### config.mk
export PLATFORM = sky130hd
export DESIGN_NAME = fetch_queue
export DESIGN_NICKNAME = d
export VERILOG_FILES = /design/src/rtl/fetch_queue.sv
export SDC_FILE = /design/constraint.sdc
export NUM_CORES = 1
export LEC_CHECK = 0
export ABC_AREA = 1
export CORE_UTILIZATION = 45
export CTS_BUF_LIST = sky130_fd_sc_hd__clkbuf_8
export DETAILED_ROUTE_END_ITERATION = 7
export GPL_TIMING_DRIVEN = 0
export HOLD_SLACK_MARGIN = 0.1
export PLACE_DENSITY_LB_ADDON = 0.15
export SYNTH_ARGS = -nofsm -noshare
export SYNTH_HDL_FRONTEND = slang
export SYNTH_SLANG_ARGS = --single-unit
### constraint.sdc
create_clock -name clock -period 4.65 [get_ports clock]
set_clock_uncertainty 0.05 [all_clocks]
set_input_delay 0.465 -clock clock [delete_from_list [all_inputs] [get_ports clock]]
set_output_delay 0.465 -clock clock [all_outputs]
set_load 0.01 [all_outputs]
### src/rtl/fetch_queue.sv
// Fetch queue: issues one instruction-memory read per accepted PC and buffers the
// returned {PC, instruction, misaligned} entries in a small FIFO for decode.
module fetch_queue #(
   parameter int ADDRESS_BITS = 16,
   parameter int DATA_WIDTH   = 32,
   parameter int DEPTH        = 4
) (
   input  logic                      clock,
   input  logic                      reset,
   input  logic [ADDRESS_BITS-1:0]   pc_in,
   input  logic                      pc_valid,
   output logic                      pc_ready,
   input  logic                      flush,
   output logic                      imem_req,
   output logic [ADDRESS_BITS-1:0]   imem_addr,
   input  logic [DATA_WIDTH-1:0]     imem_rdata,
   output logic                      dec_valid,
   input  logic                      dec_ready,
   output logic [ADDRESS_BITS-1:0]   dec_pc,
   output logic [DATA_WIDTH-1:0]     dec_instr,
   output logic                      dec_misaligned,
   output logic [$clog2(DEPTH):0]    count
);

   localparam int PW = $clog2(DEPTH);

   typedef struct packed {
      logic [ADDRESS_BITS-1:0] pc;
      logic [DATA_WIDTH-1:0]   instr;
      logic                    misaligned;
   } entry_t;

   entry_t                  mem_q [DEPTH];
   entry_t                  head;
   logic [PW-1:0]           wr_ptr_q, wr_ptr_d;
   logic [PW-1:0]           rd_ptr_q, rd_ptr_d;
   logic [PW:0]             count_q, count_d;
   logic                    inflight_q, inflight_d;
   logic [ADDRESS_BITS-1:0] pending_pc_q, pending_pc_d;
   logic                    pending_mis_q, pending_mis_d;
   logic [PW+1:0]           occupancy;
   logic                    accept;
   logic                    write_en;
   logic                    pop;

   // Credit counts the in-flight read, so a response always has a free slot.
   assign occupancy = {1'b0, count_q} + (PW + 2)'(inflight_q);
   assign pc_ready  = reset && !flush && (occupancy < (PW + 2)'(DEPTH));
   assign accept    = pc_valid && pc_ready;
   assign imem_req  = accept;
   assign imem_addr = pc_in;

   assign write_en  = inflight_q && !flush;
   assign dec_valid = (count_q != '0);
   assign pop       = dec_valid && dec_ready && !flush;

   assign head           = mem_q[rd_ptr_q];
   assign dec_pc         = dec_valid ? head.pc         : '0;
   assign dec_instr      = dec_valid ? head.instr      : '0;
   assign dec_misaligned = dec_valid ? head.misaligned : 1'b0;
   assign count          = count_q;

   always_comb begin
      // NOTE: every _d gets a default first so no path leaves it unassigned (no latch).
      wr_ptr_d      = wr_ptr_q;
      rd_ptr_d      = rd_ptr_q;
      count_d       = count_q;
      inflight_d    = accept;
      pending_pc_d  = accept ? pc_in : pending_pc_q;
      pending_mis_d = accept ? (pc_in[1:0] != 2'b00) : pending_mis_q;

      if (flush) begin
         wr_ptr_d = '0;
         rd_ptr_d = '0;
         count_d  = '0;
      end else begin
         if (write_en) wr_ptr_d = wr_ptr_q + 1'b1;
         if (pop)      rd_ptr_d = rd_ptr_q + 1'b1;
         unique case ({write_en, pop})
            2'b10:   count_d = count_q + 1'b1;
            2'b01:   count_d = count_q - 1'b1;
            default: count_d = count_q;
         endcase
      end
   end

   // NOTE: control state uses non-blocking assignments and async reset.
   always_ff @(posedge clock or negedge reset) begin
      if (!reset) begin
         wr_ptr_q      <= '0;
         rd_ptr_q      <= '0;
         count_q       <= '0;
         inflight_q    <= 1'b0;
         pending_pc_q  <= '0;
         pending_mis_q <= 1'b0;
      end else begin
         wr_ptr_q      <= wr_ptr_d;
         rd_ptr_q      <= rd_ptr_d;
         count_q       <= count_d;
         inflight_q    <= inflight_d;
         pending_pc_q  <= pending_pc_d;
         pending_mis_q <= pending_mis_d;
      end
   end

   // NOTE: storage is deliberately not reset; dec_valid masks stale contents.
   always_ff @(posedge clock) begin
      if (write_en) mem_q[wr_ptr_q] <= '{pc: pending_pc_q, instr: imem_rdata, misaligned: pending_mis_q};
   end

endmodule

# Word-level counts from Yosys, hierarchy flattened
# Memories as Yosys holds them, arrays and structs flattened.
# Cells that the tools add are included.
classes:
  n_eq_ne: 2
  muxes: 11
  magnitude_cmp: 1
  n_reduce_logical: 12
  n_addsub: 5
ops:
  columns: ["op", "count"]
  rows:
  - ["2-to-1 mux 32 bit", 1]
  - ["2-to-1 mux 16 bit", 1]
  - ["2-to-1 mux 2 bit", 4]
  - ["logical AND 1 bit", 6]
  - ["case mux 3 bit (2 select lines)", 1]
  - ["nonzero test 2 bit", 3]
  - ["nonzero test 3 bit", 2]
  - ["adder 2 x 1 -> 2 bit, second input constant", 2]
  - ["adder 3 x 1 -> 4 bit", 1]
  - ["less-than comparator 4 x 3 -> 1 bit, second input constant", 1]
  - ["adder 3 x 1 -> 3 bit, second input constant", 1]
  - ["2-to-1 mux 1 bit", 3]
  - ["2-to-1 mux 3 bit", 1]
  - ["subtractor 3 x 1 -> 3 bit, second input constant", 1]
  - ["== test 2 x 1 -> 1 bit, second input constant", 1]
  - ["== test 2 bit, second input constant", 1]
  - ["logical NOT 1 bit", 1]
totals:
  mem_count: 1
  ramBits: 196
  reg_bits: 25
  word_cells: 38
  out_inout_bits: 71
memory_table:
  columns: ["memory", "words", "width", "rd", "rd_clocked_by_memory_dff", "write_ports", "line_no", "text"]
  rows:
  - ["mem_q", 4, 49, 1, 0, 1, "33", "entry_t mem_q [DEPTH];"]

# Longest topological paths before layout
# Gate-level depths: netlist of the first run.
depth:
  ltp_word: 6
  depth_mapped: 11

# Worst setup path after synthesis of the first run
# OpenSTA, ideal clock, no wires.
synth_timing:
  kind: "input to register"
  startpoint: "in flush"
  endpoint: "mem mem_q[0][0] (netlist name) (enable)"
  required_ns: 4.144
  n_path_buf: 0
  setup_ns: 0.456
  path_stages: 3
  t_arrival_ns: 2.779
  path_slack_ns: 1.365
  cell_sequence: "inv_1 nand2_1 nor2_1"
synth_between:
  elab_chain_len: 4
synth_rtl:
  columns: ["element", "line_no", "text"]
  rows:
  - ["start: declaration", "13", "input logic flush,"]
  - ["logical NOT 1 bit", "53", "assign write_en = inflight_q && !flush;"]
  - ["logical AND 1 bit", "53", null]
  - ["2-to-1 mux 1 bit", "108", "if (write_en) mem_q[wr_ptr_q] <= '{pc: pending_pc_q, instr: imem_rdata, misaligned: pending_mis_q};"]
  - ["2-to-1 mux 1 bit (implied by the code)", "108", null]
  - ["end: declaration", "33", null]
# Every way passes these cells.

# Worst setup path in the final report of the first run
layout_timing:
  startpoint: "in reset"
  endpoint: "out imem_req"
layout_between:
  elab_chain_len: 3
layout_rtl:
  columns: ["element", "line_no", "text"]
  rows:
  - ["start: declaration", "9", "input logic reset,"]
  - ["logical AND 1 bit (2 in series)", "48", "assign pc_ready = reset && !flush && (occupancy < (PW + 2)'(DEPTH));"]
  - ["logical AND 1 bit", "49", "assign accept = pc_valid && pc_ready;"]
  - ["end: declaration", "14", "output logic imem_req,"]
# Every way passes these cells.

==> flow_summary.toml, run 1 <==
[outcome]
status = "finished clean"

[final_layout]
final_util = 0.593
drive_above_1_share = 0.107
finalNonFillerCells = 1181
seq_area_sq_um = 6510
n_fill_cell = 1553
final_nets = 953
area_delta_synth_final_pct = 27.3
multi_input_area_sq_um = 1960
n_antenna_cell = 0

[yosys]
yosysSeqAreaShare = 0.737
yosys_warnings = 0
synth.distinct_cells = 23
syn_area_sq_um = 8830
synthCells = 729
syn_nets = 787
ys_seq_elements = 221
syn_avg_cell_area_sq_um = 12.1

[drt]
ant_nets = 0
via_per_inst = 5.07
drt_iter0_markers = 376
wl_microns = 20600
dr.pass1.iters = 4
drc = 0
post_drt_wl_per_cell_microns = 17.4
dr_total_vias = 5988

[clocking]
cts_tree = "built"
clk_latency_ns = 0.50
cts_buffers = 35
cts-root-buf = "clkbuf_8"
cts.repair.resized = 0
postCtsSetupBuffers = 0
h-tree-depth = 2
holdBufCountCts = 0
clock-sinks = 221
path_clk_slew_ns = 0.06
cts.path.max_buffers = 3

[place]
dpl.hpwl_microns = 12900
port_buffers = 123
place_congestion = 0.764
dpl.cell_count = 1118

[sta]
relSlewSlack = 0.250
post-route-period-util = 0.761
clock.fmax_mhz = 283
setup_violations = 0
min_period_ns = 3.54
max_slew.worst_pin.slew_ns = 1.12
final_max_slew_viol_count = 0
rsz0062_at_grt = "no"
hold_violations = 0

[floorplanning]
die_h_microns = 142
core_sq_um = 19000
die_w_microns = 142
initial_core_util = 0.466
rows = 50
dieArea_sq_um = 20200
io_pins = 124

[critical_path]
crit_chain = "clkdlybuf4s50_1, nor3b_2, nand2_2, nor2_8, buf_6, clkdlybuf4s50_1"
crit_slowest_cell = "clkdlybuf4s50_1"
cp_max_fo = 26
end_kind = "output port"
cp_slowest_stage_delay_ns = 1.21
path_class = "in -> out"
arrival_ns = 3.02
cp_data_required_time_ns = 4.14
cp_common_cell = "clkdlybuf4s50_1"
start_kind = "input pin"

[pwr]
leakage_uw = 0.00413
power_density_nw_per_um2 = 374
ir_drop_v = 0.000202

[grt]
grt_pass1_vias = 6153
grt_use_total = 0.211
gr-total-overflow = 0
antenna_found_initial = 0
grt_max_degree = 27
grt_pass1_wl_microns = 32100

[hold_path]
hp-class = "reg -> reg"

[run]
maxCapViolCount = 0
==> registers in the layout (all words and copies together) (netlist names) <==
register	count
rd_ptr_q	2
wr_ptr_q	2
mem_q	196
count	3
pending_pc_q	16
inflight_q	1
pending_mis_q	1
==> synth_stat cells (all sizes together) <==
library cell,number,share of area
nor3b,1,0.0014
nor2,203,0.088
edfxtp,196,0.67
nand4,3,0.0021
a21oi,52,0.030
dfrtp,25,0.071
clkbuf,18,0.0076
buf,37,0.029
inv,16,0.0074
nand2,67,0.029
o21ai,100,0.057
xnor2,1,0.00099
nand3,5,0.0028
ha,4,0.0057
fa,1,0.0023
==> power breakdown <==
group          internal (uW)  switching (uW)
logic                    164             196
clock network            872             708
registers               2220            39.6
total                   3260             944
==> worst paths after layout <==
path                                        end  depth (start not counted)       startpoint  slack (ns)
min in group asynchronous       pending_pc_q[1]                          1            reset        0.52
worst max-delay path                   imem_req                          6            reset        1.11
worst min register to register     mem_q[1][36]                          0  pending_pc_q[3]        0.47
max in group asynchronous              count[1]                          1            reset        3.35
worst min-delay path               mem_q[1][36]                          0  pending_pc_q[3]        0.47
worst max register to register      mem_q[1][5]                          3       inflight_q        2.49
==> critical path, delay by kind of cell <==
kind          cells  cell delay (ns)
simple gates      3             0.62
buf+inv           3             1.91
==> metrics by stage <==
step	setup TNS, ns	instance area (sq um)	setup WS, ns	power (uW)	hold WS (ns)
after floorplan	0	8830	1.37	2450	0.119
after global placement	-194.82	10400	-1.05	2650	0.440
after detailed placement	0	10600	1.03	2660	0.455
after CTS	0	11200	1.02	4240	0.460
after global routing	0	11200	0.817	4360	0.476
final	0	11200	1.11	4200	0.473
==> cell usage in the layout, fill, tap and decap left out, types with 3 or more instances in the layout <==
cell type and instances:
nor2_1 198, edfxtp_1 196, clkdlybuf4s50_1 123, o21ai_0 80, nand2_1 65, a21oi_1 51
clkbuf_8 42, inv_1 28, dfrtp_1 25, o21ai_1 20, buf_4 18, clkbuf_1 18
buf_2 15, nand3_1 5, buf_6 4, nor2_4 4, ha_1 4, clkinv_1 4
buf_12 4, nand4_1 3
==> per-layer routing <==
metal,routed length [microns],vias up,global-route usage,part of all wire
met5,0,-,0,0
met4,403,0,0.0747,0.020
met3,1430,38,0.0501,0.069
met2,9840,219,0.352,0.48
met1,8940,2877,0.271,0.43
li1,-,2854,-,-
==> kinds of logic after synthesis <==
family	Yosys count	share of synthesized area
AOI/OAI and AO/OA	152	0.0865
xor gates and xnor gates	1	0.000992
adders and majority gates	5	0.00793
buffers and inverters	71	0.0439
DFF	221	0.737
and+or+nand+nor	279	0.124
==> layout make-up <==
class	count	area share
clock buffers	42	0.0514
repair buffers	129	0.122
well taps	260	0.0289
clock inverters	21	0.00968
flip-flops and latches	221	0.579
plain buffers	55	0.0287
inverters	16	0.00579
multi-input cells	437	0.175
No activity file was read; power rests on OpenSTA's default activity.
==> run 2, diff against run 1 <==
==> constraint.sdc (replaced) <==
create_clock -name clock -period 3.2 [get_ports clock]
set_clock_uncertainty 0.05 [all_clocks]
set_input_delay 0.32 -clock clock [delete_from_list [all_inputs] [get_ports clock]]
set_output_delay 0.32 -clock clock [all_outputs]
set_load 0.01 [all_outputs]
==> run 2 against run 1 <==
Net effect: flip-flop and latch count did not move; count of clock-buffer cells in the layout did not move; sequential power up 46%; critical path type is now reg -> out; sequential share of layout area decreased by 0.13 points; via count is 0.20% higher; register-to-register slack worse by 1.5 ns; cell count up 0.17%; utilization rose by 0.13 points; first-iteration DRC count up 8.0%; cell area increased by 0.22%; global-route usage stayed put.
==> flow_summary.toml, run 2 (synthesis gave the netlist of run 1 again) <==
[clocking]
path_clk_slew_ns = 0.06
cts.path.max_buffers = 3
postCtsSetupBuffers = 0
cts_buffers = 35
clk_latency_ns = 0.50
h-tree-depth = 2
cts-root-buf = "clkbuf_8"
clock-sinks = 221
cts_tree = "built"

[critical_path]
end_kind = "output port"
start_kind = "register"
cp_data_required_time_ns = 2.83
cp_max_fo = 10
path_class = "reg -> out"
arrival_ns = 2.67

[final_layout]
drive_above_1_share = 0.109
largest_reg_flops = 196
final_common_cell = "nor2_1"
n_fill_cell = 1548
n_antenna_cell = 0
final_nets = 955
layout_common_cells = "198 x nor2_1, 196 x edfxtp_1, 122 x clkdlybuf4s50_1"
multi_input_area_sq_um = 1960
final_util = 0.594
seq_area_sq_um = 6510
largest-register = "mem_q"
area_delta_synth_final_pct = 27.6

[pwr]
ir_drop_v = 0.000295
combPwrFrac = 0.086
leakage_uw = 0.00414
power_density_nw_per_um2 = 543
switchingPower_uw = 1380
intPower_uw = 4740
p_clk_frac = 0.376
pwr-share-seq = 0.538
switching_share = 0.225

[grt]
gr-total-overflow = 0
grt_pass1_vias = 6153
antenna_found_initial = 0
grt_pass1_wl_microns = 32100
grt_use_total = 0.211
grt_max_degree = 27

[place]
port_buffers = 123
pre_cts_ws_ns = -0.125
place_congestion = 0.764
dpl.hpwl_microns = 12900

[drt]
drt_iter0_markers = 406
post_drt_wl_per_cell_microns = 17.5
drc = 0
dr.pass1.iters = 5
dr_total_vias = 6000
via_per_inst = 5.07
wl_microns = 20700
ant_nets = 0

[floorplanning]
core_sq_um = 19000
initial_core_util = 0.466
dieArea_sq_um = 20200
rows = 50
die_w_microns = 142
io_pins = 124
die_h_microns = 142

[sta]
final.setup.tns_ns = 0
relSlewSlack = 0.364
fin_ws_ns = 0.164
holdWs_ns = 0.300
clock.fmax_mhz = 329
hold_violations = 0
setup_violations = 0
post-route-period-util = 0.949
min_period_ns = 3.04
final_max_slew_viol_count = 0
max_slew.worst_pin.slew_ns = 0.951
rsz0062_at_grt = "no"

[hold_path]
hp-class = "in -> async"

[outcome]
status = "finished clean"

[run]
maxCapViolCount = 0
[run 2: what timing repair did]
action                                 CTS  global route
pin swaps                                0             0
hold buffers                             0             2
endpoints found under the hold margin    0            25
setup endpoints to repair                1             1
gates resized for setup                  1             2
[run 2: worst max-delay path, stage by stage (launching register included)]
cell	delay [ns]
dfrtp_1	0.44
nor2_1	0.18
nand2_2	0.14
inv_1	0.23
clkbuf_1	0.50
a21oi_1	0.15
clkdlybuf4s50_1	0.52
[run 2: power groups by stage]
stage                     Combinational, uW  Sequential (uW)  Clock, uW
final                                   528             3290       2300
after global routing                    576             3290       2460
after CTS                               529             3290       2350
after detailed placement                526             3340          0
after global placement                  511             3340          0
after floorplan                         238             3320          0
[run 2: cell type report]
| cell class | instances | share of cell area |
|---|---|---|
| Multi-Input combinational cell | 437 | 0.174 |
| Sequential cell | 221 | 0.578 |
| Clock buffer | 42 | 0.0513 |
| Timing Repair Buffer | 131 | 0.123 |
| Buffer | 55 | 0.0287 |
| Tap cell | 260 | 0.0289 |
| Inverter | 16 | 0.00577 |
| Clock inverter | 21 | 0.00966 |
[run 2: metrics by stage]
stage	total power (uW)	cell area (sq um)	std cells
after floorplan	3560	8830	729
after global placement	3850	10400	1112
after detailed placement	3870	10600	1118
after CTS	6160	11200	1181
after global routing	6330	11300	1183
final	6110	11300	1183
[run 2: per-layer routing]
metal	global-route usage	wire length, microns	vias up
li1	-	-	2856
met1	0.271	8750	2877
met2	0.352	9970	230
met3	0.0501	1560	37
met4	0.0747	405	0
met5	0	0	-
[run 2: final timing paths]
kind                                 startpoint              end  slack (ns)  cells past startpoint
worst max register to register       inflight_q      mem_q[1][5]        1.04                      3
worst min-delay path                      reset  pending_pc_q[1]        0.30                      3
worst min register to register  pending_pc_q[3]     mem_q[0][36]        0.47                      0
worst max-delay path                   count[2]       dec_pc[13]        0.16                      6
max in group asynchronous                 reset      wr_ptr_q[1]        2.65                      3
min in group clock                     pc_in[9]  pending_pc_q[9]        0.34                      3
